`src/rtl/control_pipe_pkg.sv`:
```
// Shared control-bundle definitions for the decode/execute pipeline.
// Bundle layout, bit indices, bubble constant and the decoder's opcode table.
package control_pipe_pkg;

    localparam int unsigned CTRL_W = 9;

    localparam int unsigned CTRL_BRANCH     = 8;
    localparam int unsigned CTRL_MEM_TO_REG = 7;
    localparam int unsigned CTRL_REG_WRITE  = 6;
    localparam int unsigned CTRL_MEM_READ   = 5;
    localparam int unsigned CTRL_MEM_WRITE  = 4;
    localparam int unsigned CTRL_ALU_SRC    = 3;
    localparam int unsigned CTRL_ALUOP_MSB  = 2;
    localparam int unsigned CTRL_ALUOP_LSB  = 0;

    typedef logic [CTRL_W-1:0] ctrl_t;

    localparam ctrl_t CTRL_BUBBLE = '0;

    localparam logic [6:0] OP_RTYPE  = 7'b0110011;
    localparam logic [6:0] OP_ITYPE  = 7'b0010011;
    localparam logic [6:0] OP_LOAD   = 7'b0000011;
    localparam logic [6:0] OP_STORE  = 7'b0100011;
    localparam logic [6:0] OP_BRANCH = 7'b1100011;
    localparam logic [6:0] OP_LUI    = 7'b0110111;

    localparam logic [2:0] ALU_OP_R   = 3'd0;
    localparam logic [2:0] ALU_OP_I   = 3'd1;
    localparam logic [2:0] ALU_OP_LUI = 3'd2;
    localparam logic [2:0] ALU_OP_ADD = 3'd3;
    localparam logic [2:0] ALU_OP_BR  = 3'd4;

    // Reference bundle per opcode, as produced by the decoder.
    function automatic ctrl_t ctrl_for_opcode(input logic [6:0] op);
        ctrl_t c;
        case (op)
            OP_RTYPE:  c = {3'b001, 2'b00, 1'b0, ALU_OP_R};
            OP_ITYPE:  c = {3'b001, 2'b00, 1'b1, ALU_OP_I};
            OP_LUI:    c = {3'b001, 2'b00, 1'b1, ALU_OP_LUI};
            OP_LOAD:   c = {3'b011, 2'b10, 1'b1, ALU_OP_ADD};
            OP_STORE:  c = {3'b000, 2'b01, 1'b1, ALU_OP_ADD};
            OP_BRANCH: c = {3'b100, 2'b00, 1'b0, ALU_OP_BR};
            default:   c = CTRL_BUBBLE;
        endcase
        return c;
    endfunction

endpackage

```
`src/rtl/control_pipe_stage_reg.sv`:
```
// One pipeline stage register holding a control bundle and its Rd.
// Ports: clk, rst_n (async low clear), bubble (sync zero load), ctrl_d/rd_d in, ctrl_q/rd_q out.
module ctrl_stage_reg
    import control_pipe_pkg::*;
#(
    parameter int unsigned RD_W = 5
) (
    input  logic            clk,
    input  logic            rst_n,
    input  logic            bubble,
    input  ctrl_t           ctrl_d,
    input  logic [RD_W-1:0] rd_d,
    output ctrl_t           ctrl_q,
    output logic [RD_W-1:0] rd_q
);

    always_ff @(posedge clk or negedge rst_n) begin
        if (!rst_n) begin
            ctrl_q <= CTRL_BUBBLE;
            rd_q   <= '0;
        end else if (bubble) begin
            ctrl_q <= CTRL_BUBBLE;
            rd_q   <= '0;
        end else begin
            ctrl_q <= ctrl_d;
            rd_q   <= rd_d;
        end
    end

endmodule

```
`src/rtl/control_pipe.sv`:
```
// Carries decode control bundles through ID/EX, EX/MEM and MEM/WB with stall/flush bubbles.
// Ports: clk, reset (async low), decode bits + Rd_i, Stall_i, Flush_i; EX_/MEM_/WB_ stage slices.
// Optional CONTROL_PIPE_PERF_EN adds Bubble_Count_o, a saturating stall/flush cycle counter.
module control_pipe
    import control_pipe_pkg::*;
#(
    parameter int unsigned REG_ADDR_W = 5
`ifdef CONTROL_PIPE_PERF_EN
    ,
    parameter int unsigned PERF_W = 16
`endif
) (
    input  logic                  clk,
    input  logic                  reset,
    input  logic                  Branch_i,
    input  logic                  Mem_Read_i,
    input  logic                  Mem_to_Reg_i,
    input  logic                  Mem_Write_i,
    input  logic                  ALU_Src_i,
    input  logic                  Reg_Write_i,
    input  logic [2:0]            ALU_Op_i,
    input  logic [REG_ADDR_W-1:0] Rd_i,
    input  logic                  Stall_i,
    input  logic                  Flush_i,
    output logic                  EX_ALU_Src_o,
    output logic [2:0]            EX_ALU_Op_o,
    output logic                  EX_Mem_Read_o,
    output logic [REG_ADDR_W-1:0] EX_Rd_o,
    output logic                  MEM_Branch_o,
    output logic                  MEM_Mem_Read_o,
    output logic                  MEM_Mem_Write_o,
    output logic                  MEM_Reg_Write_o,
    output logic [REG_ADDR_W-1:0] MEM_Rd_o,
    output logic                  WB_Reg_Write_o,
    output logic                  WB_Mem_to_Reg_o,
    output logic [REG_ADDR_W-1:0] WB_Rd_o
`ifdef CONTROL_PIPE_PERF_EN
    ,
    output logic [PERF_W-1:0]     Bubble_Count_o
`endif
);

    ctrl_t                  dec_ctrl;
    ctrl_t                  idex_ctrl;
    ctrl_t                  exmem_ctrl;
    ctrl_t                  memwb_ctrl;
    logic [REG_ADDR_W-1:0]  idex_rd;
    logic [REG_ADDR_W-1:0]  exmem_rd;
    logic [REG_ADDR_W-1:0]  memwb_rd;
    logic                   wb_unused;

    // x0 is hardwired zero, so a write to it must never look like a write
    // to forwarding or writeback.
    always_comb begin
        dec_ctrl = {Branch_i, Mem_to_Reg_i, Reg_Write_i, Mem_Read_i,
                    Mem_Write_i, ALU_Src_i, ALU_Op_i};
        if (Rd_i == '0) begin
            dec_ctrl[CTRL_REG_WRITE] = 1'b0;
        end
    end

    // Flush dominates stall; either way ID/EX takes a bubble.
    ctrl_stage_reg #(.RD_W(REG_ADDR_W)) u_id_ex (
        .clk    (clk),
        .rst_n  (reset),
        .bubble (Stall_i | Flush_i),
        .ctrl_d (dec_ctrl),
        .rd_d   (Rd_i),
        .ctrl_q (idex_ctrl),
        .rd_q   (idex_rd)
    );

    ctrl_stage_reg #(.RD_W(REG_ADDR_W)) u_ex_mem (
        .clk    (clk),
        .rst_n  (reset),
        .bubble (Flush_i),
        .ctrl_d (idex_ctrl),
        .rd_d   (idex_rd),
        .ctrl_q (exmem_ctrl),
        .rd_q   (exmem_rd)
    );

    // The branch resolving in MEM retires even while it flushes younger work.
    ctrl_stage_reg #(.RD_W(REG_ADDR_W)) u_mem_wb (
        .clk    (clk),
        .rst_n  (reset),
        .bubble (1'b0),
        .ctrl_d (exmem_ctrl),
        .rd_d   (exmem_rd),
        .ctrl_q (memwb_ctrl),
        .rd_q   (memwb_rd)
    );

    assign EX_ALU_Src_o    = idex_ctrl[CTRL_ALU_SRC];
    assign EX_ALU_Op_o     = idex_ctrl[CTRL_ALUOP_MSB:CTRL_ALUOP_LSB];
    assign EX_Mem_Read_o   = idex_ctrl[CTRL_MEM_READ];
    assign EX_Rd_o         = idex_rd;

    assign MEM_Branch_o    = exmem_ctrl[CTRL_BRANCH];
    assign MEM_Mem_Read_o  = exmem_ctrl[CTRL_MEM_READ];
    assign MEM_Mem_Write_o = exmem_ctrl[CTRL_MEM_WRITE];
    assign MEM_Reg_Write_o = exmem_ctrl[CTRL_REG_WRITE];
    assign MEM_Rd_o        = exmem_rd;

    assign WB_Reg_Write_o  = memwb_ctrl[CTRL_REG_WRITE];
    assign WB_Mem_to_Reg_o = memwb_ctrl[CTRL_MEM_TO_REG];
    assign WB_Rd_o         = memwb_rd;

    // Bits that have no consumer once the bundle reaches writeback.
    assign wb_unused = ^{memwb_ctrl[CTRL_BRANCH], memwb_ctrl[CTRL_MEM_READ],
                         memwb_ctrl[CTRL_MEM_WRITE], memwb_ctrl[CTRL_ALU_SRC],
                         memwb_ctrl[CTRL_ALUOP_MSB:CTRL_ALUOP_LSB]};

`ifdef CONTROL_PIPE_PERF_EN
    logic [PERF_W-1:0] bubble_cnt;

    // Saturates so a long stall storm cannot wrap back to a small value.
    always_ff @(posedge clk or negedge reset) begin
        if (!reset) begin
            bubble_cnt <= '0;
        end else if ((Stall_i | Flush_i) && (bubble_cnt != '1)) begin
            bubble_cnt <= bubble_cnt + 1'b1;
        end
    end

    assign Bubble_Count_o = bubble_cnt;
`else
    // Default build: no bubble counter.
`endif

endmodule

```
`config.mk`:
```
export PLATFORM = sky130hd
export DESIGN_NAME = control_pipe
export DESIGN_NICKNAME = d
export VERILOG_FILES = /design/src/rtl/control_pipe_pkg.sv /design/src/rtl/control_pipe_stage_reg.sv /design/src/rtl/control_pipe.sv
export SDC_FILE = /design/constraint.sdc
export NUM_CORES = 1
export LEC_CHECK = 0
export CAP_MARGIN = 20
export CORE_MARGIN = 5
export CORE_UTILIZATION = 42
export DETAILED_ROUTE_END_ITERATION = 7
export PLACE_DENSITY = 0.76
export REMOVE_ABC_BUFFERS = 1
export SLEW_MARGIN = 20
export SYNTH_ARGS = -nofsm -noshare
export SYNTH_HDL_FRONTEND = slang
export SYNTH_HIERARCHICAL = 1
export SYNTH_SLANG_ARGS = --single-unit
```
`constraint.sdc`:
```
create_clock -name clk -period 0.8 [get_ports clk]
set_input_delay 0.08 -clock clk [delete_from_list [all_inputs] [get_ports clk]]
set_output_delay 0.08 -clock clk [all_outputs]
set_load 0.02 [all_outputs]
```
[Word-level counts from Yosys, hierarchy flattened]
Index checks and enable logic that the tools add are counted.
Operators by class
  bitwise logic cells: 1
  reduce and logical (&&, ||, !) cells: 1
  mux-type cells: 5
Operators with widths (count)
  $mux 9: 2
  $mux 5: 2
  $logic_not 5->1: 1
  $mux 1: 1
  $or 1x1->1: 1
Word-level totals
  word-level logic and storage cells: 13
  input port bits: 18
  flip-flop bits (word level): 41

[Depth between registers and ports, before layout]
Gate-level depths: netlist of run 1.
  depth after elaboration: 3
  gate-level depth with buffers: 3
  mapped depth without buffers: 3

[Cells and area by module]
Netlist of run 1, hierarchy kept.
Modules (own cells, without submodules)
  ctrl_stage_reg: area each 478.0 um^2, seq. area each 350.3 um^2, cells each 29, instances 3
  control_pipe: area each 25.0 um^2, seq. area each 0.0 um^2, cells each 4, instances 1

[Worst setup path before layout of run 1]
Ideal clock, no wire load.
  path type: input to register
  start point: in Rd_i[2]
  end point: reg u_id_ex.ctrl_q[6]
  library setup time: 118 ps
  arrival time: 885 ps
  setup slack: -203 ps
  stages on the path: 3
  cells stage by stage: or4_1 o21a_1 and2b_1
Between the ends
  word-level cells in the longest chain between the ends: 3
RTL lines
  start, declared: RTL line control_pipe.sv:22  | input logic [REG_ADDR_W-1:0] Rd_i,
  $logic_not 5->1: RTL line control_pipe.sv:57  | if (Rd_i == '0) begin
  $mux 1: RTL line control_pipe.sv:57
  named net dec_ctrl[6]: RTL line control_pipe.sv:43  | ctrl_t dec_ctrl;
  $mux 9: RTL line control_pipe_stage_reg.sv:21  | end else if (bubble) begin
  end signal, assigned: RTL line control_pipe_stage_reg.sv:25  | ctrl_q <= ctrl_d;
  end, declared: RTL line control_pipe_stage_reg.sv:13  | output ctrl_t ctrl_q,
The timed path passes the listed nets, and every way through them passes these cells.

[Final worst setup path of run 1]
  start point: reg u_id_ex.rd_q[3]
  end point: out EX_Rd_o[3]
RTL lines
  start, declared: RTL line control_pipe_stage_reg.sv:14  | output logic [RD_W-1:0] rd_q
  start signal, assigned: RTL line control_pipe_stage_reg.sv:26  | rd_q <= rd_d;
  end, declared: RTL line control_pipe.sv:28  | output logic [REG_ADDR_W-1:0] EX_Rd_o,
No word-level cell between the ends.

==> results of run 1 <==
## how the worst max path moves through the flow
stage / endpoint / start / cells after the start / slack [ns]
floorplan: u_id_ex/ctrl_q[6] / Rd_i[2] / 3 / -0.20
global placement: u_id_ex/ctrl_q[6] / Rd_i[2] / 4 / -0.63
detailed placement: u_id_ex/ctrl_q[6] / Rd_i[2] / 4 / -0.71
CTS: MEM_Reg_Write_o / u_ex_mem/ctrl_q[6] / 1 / -0.17
global route: EX_Rd_o[3] / u_id_ex/rd_q[3] / 1 / -0.20
finish: EX_Rd_o[3] / u_id_ex/rd_q[3] / 1 / -0.15
## layout by cell type, fill, tap and decap left out, drive strengths merged
master and n:
buf 37, dfrtp 31, nor2b 23, clkdlybuf4s50 12, and2b 8, clkbuf 7
conb 4, dlygate4sd3 2, or2 1, or4 1, o21a 1, clkinv 1
dlymetal6s2s 1, clkdlybuf4s15 1
## metrics by stage
step / worst slack, ns / utilization (%) / cells / power (uW)
after floorplan: -0.203 / - / 69 / 1770
after global placement: -0.627 / 64.2 / 148 / 2000
after detailed placement: -0.708 / 64.2 / 148 / 2010
after CTS: -0.168 / 68.1 / 158 / 2870
after global routing: -0.200 / 69.5 / 160 / 2960
final: -0.150 / 69.5 / 160 / 2830
## area by class of cell
cell class,instances,share of cell area (%)
sequential,31,45.1
timing repair buffer,53,32.3
multi-input combinational,38,17.5
clock buffer,7,2.62
tap,30,2.18
clock inverter,1,0.291
## state kept, by name, indices dropped and copies added, names as in the netlist
signal / cells
u_mem_wb/ctrl_q: 2
u_ex_mem/rd_q: 5
u_id_ex/rd_q: 5
u_id_ex/ctrl_q: 9
u_mem_wb/rd_q: 5
u_ex_mem/ctrl_q: 5
## per-layer routing
layer	wire, um	up-vias
met5	0	-
met4	56	0
met3	161	7
met2	1250	28
met1	706	335
li1	-	323
## power breakdown
group	internal, uW	total (uW)	switching (uW)
registers	1610	1630	23.5
logic	220	376	155
clock network	342	817	475
## repair_timing
item / 4_1_cts / 5_1_grt
gates resized for setup: 170 / 5
endpoints found under the setup margin: 39 / 28
pin swaps: 3 / 2
hold buffers: 2 / 0
setup buffers: 0 / 2
endpoints found under the hold margin: 2 / 0
==> impl_summary.txt, run 1 <==
----------------------------------------------------
[STA]
  Max Freq ... 1.05 GHz
  Final Hold Fails ... 0
  Unrepaired setup endpoints after global routing ... true
  Count of final setup violators ... 27
  Hold Slack ... 0.0360 ns
  Post-Route Setup TNS ... -3.20 ns
  Tmin final ... 0.950 ns
  Crit share post-route ... 119%
  Setup slack of the critical path after layout ... -0.150 ns
  Count of final max-slew check failures ... 0
  Post-Route Skew ... 0.00743 ns

[Hold path]
  Worst hold endpoint ... u_id_ex/rd_q[4]
  Hold Path Depth ... 2
  Hold crit path type ... in -> reg
  HP Start ... Rd_i[4]

[Layout]
  Nets ... 147
  Fillcell total ... 194
  Antenna fix cells ... 0
  Area of the multi-input gates ... 302 sq um
  Design area ... 1720 sq um
  Register area ... 776 sq um
  Fraction of layout cells with a size suffix above 1 ... 50.0%
  Growth of design area from synthesis to finish ... 58.2%

[Drt]
  Violation count after the first detailed-routing iteration ... 1
  Total number of vias ... 693
  Vias per cell ... 4.33
  Average wire length per cell after detail routing ... 13.6 um
  Remaining antenna violation count ... 0
  Remaining routing DRC violations ... 0
  Total length of routed wires ... 2.17 mm
  Number of detailed-routing iterations run before antenna repair ... 2

[Global routing]
  First-pass GRT wire length ... 3.37 mm
  Met3 demand-to-capacity share in global routing ... 4.68%
  Antenna violations before repair ... 0
  Global-route met2 utilization ... 25.0%
  Overflow after GRT ... 0
  GR met1 Demand/Resource ... 11.6%
  Via count of the first global-routing pass ... 789
  Largest net degree at the start of global routing ... 32
  Busiest layer in global routing ... met2
  GRT Resource Usage Total ... 13.6%

[Floorplan]
  Initial Util ... 43.9%
  Row Count ... 18
  Core region area ... 2480 sq um
  DIE WIDTH ... 60.9 um
  Ports ... 44
  Floorplan die height ... 60.9 um
  Area enclosed by the die boundary ... 3710 sq um

[Synth]
  Gate count of the mapped netlist ... 69
  Post-synth design cell area ... 1090 sq um
  Mapped Avg Cell Area ... 15.8 sq um
  Warning count from the yosys run ... 6

[Worst setup path]
  Peak per-stage delay on the critical path ... 0.41 ns
  Worst Setup Start Kind ... flip-flop
  Crit path max fanout ... 2
  Critical path buffers and inverters ... 1
  R2r setup slk ... 0.01 ns
  Launch point of the worst reg-to-reg path ... u_ex_mem/ctrl_q[6]
  Worst setup EP type ... primary output
  Crit-path leading delay family ... flip-flops
  Worst endpoint required time ... 0.72 ns
  CP max stage cell ... sky130_fd_sc_hd__dfrtp_1
  Cell count of the worst reg-to-reg path ... 2
  Worst setup path category ... reg -> out
  Crit-path cells ... buf_6
  Data arrival time of the worst path ... 0.87 ns
  FF-to-FF End ... u_mem_wb/ctrl_q[6]

[Clocking]
  Clock sink total ... 31
  Reg clk slew, reported paths ... 0.09 ns
  Insertion delay to the later sink of the worst-skew pair ... 0.32 ns
  Total CTS buffers ... 5
  Count of H-tree levels built during CTS ... 2
  Clock root buffer ... sky130_fd_sc_hd__clkbuf_4
  TritonCTS clock tree ... yes
  Buffers from clock root to sink, at most ... 2

[Placement]
  RD Place Congestion ... 0.693
  Half-perimeter wire length after detailed placement ... 1.61 mm
  Post-place instance area ... 1590 sq um
  Count of buffers inserted at the top-level ports ... 43

[Job]
  Max-cap violations ... 0

[Status]
  Violated checks ... setup timing
  Outcome ... finished, violations left

[Power]
  P_leak ... 0.000877 uW
  P per Cell Area ... 1640 nW/um^2
  Max rail drop VDD ... 1.34 mV

----------------------------------------------------
(Power assumes the default switching activity.)
==> run 2, diff against run 1 <==
SKIP_CTS_REPAIR_TIMING = 1   (was default)
==> run 2 against run 1 <==
Net effect: the flow still finishes with violations (setup timing); highest routed layer unchanged; critical endpoint is now MEM_Reg_Write_o; global-route usage is 0.18 points lower; flip-flop and latch count did not move; fmax increased by 0.11%; critical path depth stayed put; non-clock buffer count down 1; register-to-register slack is essentially flat; critical path type unchanged; wire length down 0.74%.
==> impl_summary.txt, run 2 (same netlist as run 1, synthesis figures left out) <==
----------------------------------------------------
[Status]
  Outcome ... finished, violations left
  Violated checks ... setup timing

[Worst setup path]
  Crit-path cells ... buf_6
  Critical Path End ... MEM_Reg_Write_o
  Peak per-stage delay on the critical path ... 0.41 ns
  Worst endpoint required time ... 0.72 ns
  Launch point of the worst reg-to-reg path ... u_ex_mem/ctrl_q[6]
  FF-to-FF End ... u_mem_wb/ctrl_q[6]
  Crit-path leading delay family ... flip-flops
  Cell count of the worst reg-to-reg path ... 2
  Worst Setup Start Kind ... flip-flop
  R2r setup slk ... 0 ns
  Data arrival time of the worst path ... 0.87 ns
  Worst setup path category ... reg -> out
  Critical Path Source ... u_ex_mem/ctrl_q[6]
  Worst setup EP type ... primary output
  Crit path max fanout ... 2
  Total number of cells along the worst setup path ... 1
  CP max stage cell ... sky130_fd_sc_hd__dfrtp_1
  Critical path buffers and inverters ... 1

[Global routing]
  First-pass GRT wire length ... 3.33 mm
  Antenna violations before repair ... 0
  Overflow after GRT ... 0
  Via count of the first global-routing pass ... 756
  GRT Resource Usage Total ... 13.5%
  Largest net degree at the start of global routing ... 32

[Clocking]
  Clock sink total ... 31
  Reg clk slew, reported paths ... 0.09 ns
  Buffers from clock root to sink, at most ... 2
  Insertion delay to the later sink of the worst-skew pair ... 0.32 ns
  Total CTS buffers ... 5
  TritonCTS clock tree ... yes
  Count of H-tree levels built during CTS ... 2
  Clock root buffer ... sky130_fd_sc_hd__clkbuf_4

[Layout]
  Nets ... 146
  Most frequent cells in the layout ... 31 x sky130_fd_sc_hd__dfrtp_1, 28 x sky130_fd_sc_hd__buf_6, 20 x sky130_fd_sc_hd__nor2b_2
  Register area ... 776 sq um
  Fillcell total ... 193
  Design area ... 1710 sq um
  Most common cell after layout, fill and taps aside ... sky130_fd_sc_hd__dfrtp_1
  Fraction of layout cells with a size suffix above 1 ... 49.6%
  Max FFs per register ... 9
  Antenna fix cells ... 0
  Growth of design area from synthesis to finish ... 56.7%
  Largest Register ... u_id_ex/ctrl_q
  Area of the multi-input gates ... 297 sq um

[Floorplan]
  Core region area ... 2480 sq um
  Initial Util ... 43.9%
  DIE WIDTH ... 60.9 um
  Ports ... 44
  Floorplan die height ... 60.9 um
  Row Count ... 18
  Area enclosed by the die boundary ... 3710 sq um

[Power]
  Reg power frac ... 57.9%
  P per Cell Area ... 1660 nW/um^2
  Switching fraction of total power ... 23.2%
  Comb pwr share ... 13.1%
  Net switching power of the design ... 656 uW
  Clock network fraction of design power ... 29.1%
  Max rail drop VDD ... 1.24 mV
  P_leak ... 0.000867 uW
  Cell-internal power ... 2170 uW

[Drt]
  Vias per cell ... 4.29
  Remaining antenna violation count ... 0
  Total length of routed wires ... 2.16 mm
  Remaining routing DRC violations ... 0
  Average wire length per cell after detail routing ... 13.6 um
  Number of detailed-routing iterations run before antenna repair ... 2
  Violation count after the first detailed-routing iteration ... 1
  Total number of vias ... 682

[Placement]
  Post-place instance area ... 1590 sq um
  Post-Place Setup Slack ... -0.708 ns
  RD Place Congestion ... 0.693
  Count of buffers inserted at the top-level ports ... 43
  Half-perimeter wire length after detailed placement ... 1.61 mm

[STA]
  Unrepaired setup endpoints after global routing ... true
  Final Hold Fails ... 0
  Count of final max-slew check failures ... 0
  Post-Route Setup TNS ... -3.16 ns
  Max Freq ... 1.05 GHz
  Crit share post-route ... 119%
  Tmin final ... 0.949 ns
  Post-Route Skew ... 0.00870 ns
  Count of final setup violators ... 27
  Setup slack of the critical path after layout ... -0.149 ns

[Hold path]
  Hold crit path type ... in -> reg

[Job]
  Max-cap violations ... 0

----------------------------------------------------
run 2: changes by cell type in the layout (fill, tap and decap cells not counted), sizes merged:
cell and change:
buf -3, clkbuf +2, clkdlybuf4s15 -1, clkdlybuf4s50 +1
run 2: worst register-to-register path: stages, from the launching register on:
cell and delay (ns):
sky130_fd_sc_hd__dfrtp_1 0.41, sky130_fd_sc_hd__buf_4 0.14, sky130_fd_sc_hd__and2b_1 0.14
run 2: metal layers:
| layer | part of all wire, % | vias to the layer above | track usage, % |
|---|---|---|---|
| li1 | - | 320 | - |
| met1 | 32 | 327 | 12.3 |
| met2 | 57 | 28 | 23.5 |
| met3 | 8.0 | 7 | 4.89 |
| met4 | 2.5 | 0 | 11.1 |
| met5 | 0 | - | 0 |
run 2: per-stage QoR:
| stage | hold WS, ns | total power, uW | std cells | utilization, % |
|---|---|---|---|---|
| 2_1_floorplan | -0.216 | 1770 | 69 | - |
| 3_3_place_gp | 0.436 | 2000 | 148 | 64.2 |
| 3_5_place_dp | 0.444 | 2010 | 148 | 64.2 |
| 4_1_cts | 0.112 | 2850 | 156 | 66.3 |
| 5_1_grt | 0.0302 | 2940 | 159 | 68.8 |
| 6_report | 0.0147 | 2820 | 159 | 68.8 |
run 2: area by class of cell:
cell class | count | area share, %
Clock inverter | 1 | 0.293
Multi-Input combinational cell | 38 | 17.4
Timing Repair Buffer | 52 | 32.0
Sequential cell | 31 | 45.5
Clock buffer | 7 | 2.64
Tap cell | 30 | 2.20
run 2: power groups by stage:
stage	clock network (uW)	logic (uW)	registers [uW]
2_1_floorplan	0	67.7	1700
3_3_place_gp	0	348	1660
3_5_place_dp	0	355	1660
4_1_cts	866	357	1630
5_1_grt	903	397	1640
6_report	821	369	1630
run 2: worst min path at each step:
stage	cells after the start	endpoint	start
2_1_floorplan	0	u_ex_mem/ctrl_q[4]	reset
6_report	2	u_id_ex/rd_q[2]	Rd_i[2]
3_3_place_gp	1	u_ex_mem/ctrl_q[7]	u_id_ex/ctrl_q[7]
3_5_place_dp	1	u_mem_wb/ctrl_q[7]	u_ex_mem/ctrl_q[7]
5_1_grt	2	u_id_ex/rd_q[2]	Rd_i[2]
4_1_cts	2	u_id_ex/rd_q[3]	reset
==> run 3, diff against run 2 <==
CORE_ASPECT_RATIO = 0.75   (was default)
RECOVER_POWER = 100   (was default)
==> run 3 against run 2 <==
Net effect: the flow still finishes with violations (setup timing); cell count up 1.3%; fmax shrank 1.1%; clock power down 6.0%; highest routed layer unchanged.
==> impl_summary.txt, run 3 (same netlist as run 1, synthesis figures left out) <==
----------------------------------------------------
[Status]
  Outcome ... finished, violations left
  Violated checks ... setup timing

[STA]
  Final Hold Fails ... 0
  Tmin final ... 0.959 ns
  Unrepaired setup endpoints after global routing ... true
  Count of final setup violators ... 38
  Count of final max-slew check failures ... 0
  Max Freq ... 1.04 GHz
  Crit share post-route ... 120%
  Post-Route Skew ... 0.00891 ns
  Hold Slack ... 0.00577 ns
  Setup slack of the critical path after layout ... -0.159 ns

[Drt]
  Violation count after the first detailed-routing iteration ... 7
  Number of detailed-routing iterations run before antenna repair ... 4
  Remaining routing DRC violations ... 0
  Remaining antenna violation count ... 0
  Average wire length per cell after detail routing ... 12.1 um
  Total length of routed wires ... 1.95 mm
  Vias per cell ... 4.14
  Total number of vias ... 666

[Global routing]
  GRT Resource Usage Total ... 11.7%
  Via count of the first global-routing pass ... 685
  Overflow after GRT ... 0
  First-pass GRT wire length ... 2.99 mm
  Largest net degree at the start of global routing ... 32
  Antenna violations before repair ... 0

[Hold path]
  Hold crit path type ... in -> reg
  HP Start ... Rd_i[1]

[Worst setup path]
  Critical Path Source ... u_ex_mem/ctrl_q[6]
  Worst Setup Start Kind ... flip-flop
  Peak per-stage delay on the critical path ... 0.42 ns
  Crit-path leading delay family ... flip-flops
  Critical path buffers and inverters ... 1
  Worst setup path category ... reg -> out
  Worst setup EP type ... primary output
  Launch point of the worst reg-to-reg path ... u_ex_mem/ctrl_q[6]
  Worst endpoint required time ... 0.72 ns
  Crit-path cells ... buf_6
  Crit path max fanout ... 2
  Data arrival time of the worst path ... 0.88 ns
  CP max stage cell ... sky130_fd_sc_hd__dfrtp_1

[Clocking]
  Count of H-tree levels built during CTS ... 2
  TritonCTS clock tree ... yes
  Clock sink total ... 31
  Insertion delay to the later sink of the worst-skew pair ... 0.31 ns
  Reg clk slew, reported paths ... 0.09 ns
  Total CTS buffers ... 5
  Buffers from clock root to sink, at most ... 2
  Clock root buffer ... sky130_fd_sc_hd__clkbuf_4

[Power]
  P per Cell Area ... 1650 nW/um^2
  Max rail drop VDD ... 0.856 mV
  Total Power ... 2750 uW
  P_leak ... 0.000845 uW

[Layout]
  Max FFs per register ... 9
  Fraction of layout cells with a size suffix above 1 ... 47.2%
  Final Util ... 65.5%
  Most frequent cells in the layout ... 31 x sky130_fd_sc_hd__dfrtp_1, 28 x sky130_fd_sc_hd__buf_6, 18 x sky130_fd_sc_hd__nor2b_2
  Layout Cells excl Fill ... 161
  Nets ... 144
  Growth of design area from synthesis to finish ... 52.9%
  Most common cell after layout, fill and taps aside ... sky130_fd_sc_hd__dfrtp_1
  Antenna fix cells ... 0
  Largest Register ... u_id_ex/ctrl_q

[Placement]
  Post-Place Setup Slack ... -0.657 ns
  Half-perimeter wire length after detailed placement ... 1.48 mm
  RD Place Congestion ... 0.676
  Number of placed instances, taps included ... 153
  Count of buffers inserted at the top-level ports ... 43

[Floorplan]
  Initial Util ... 42.8%
  Core region area ... 2540 sq um
  Area enclosed by the die boundary ... 3720 sq um
  Row Count ... 16
  Floorplan die height ... 54.1 um
  Ports ... 44
  DIE WIDTH ... 68.8 um

[Job]
  Max-cap violations ... 0

----------------------------------------------------
==> run 3: final cells by class <==
type	count	area, sq um
Sequential cell	31	776
Timing Repair Buffer	50	513
Clock buffer	6	41.3
Fill cell	197	878
Tap cell	36	45.0
Multi-Input combinational cell	38	289
==> run 3: power by group <==
group	switching [uW]	total (uW)	internal [uW]
registers	23.1	1630	1610
clock network	460	772	312
logic	144	342	198
total	627	2750	2120
==> run 3: per-stage QoR <==
step                instance area (sq um)  TNS [ns]
global route                         1660     -4.57
floorplan                            1070    -0.203
CTS                                  1630    -15.46
finish                               1660     -3.16
global placement                     1590    -12.10
detailed placement                   1590    -12.45
==> run 3: routing by layer <==
metal	vias up	GRT usage, %	share of wire (%)
li1	321	-	-
met1	317	13.6	40
met2	24	18.5	51
met3	4	2.51	6.0
met4	0	9.71	2.2
met5	-	0	0
==> run 3: worst paths after layout <==
path	endpoint	slack, ns	cells after the start
setup reg to reg	u_mem_wb/ctrl_q[6]	0.10	1
min in group asynchronous	u_id_ex/rd_q[3]	0.26	2
max in group asynchronous	u_mem_wb/rd_q[1]	0.25	2
setup / recovery	MEM_Reg_Write_o	-0.16	1
hold reg to reg	u_ex_mem/ctrl_q[8]	0.46	1
hold / removal	u_id_ex/rd_q[1]	0.006	2
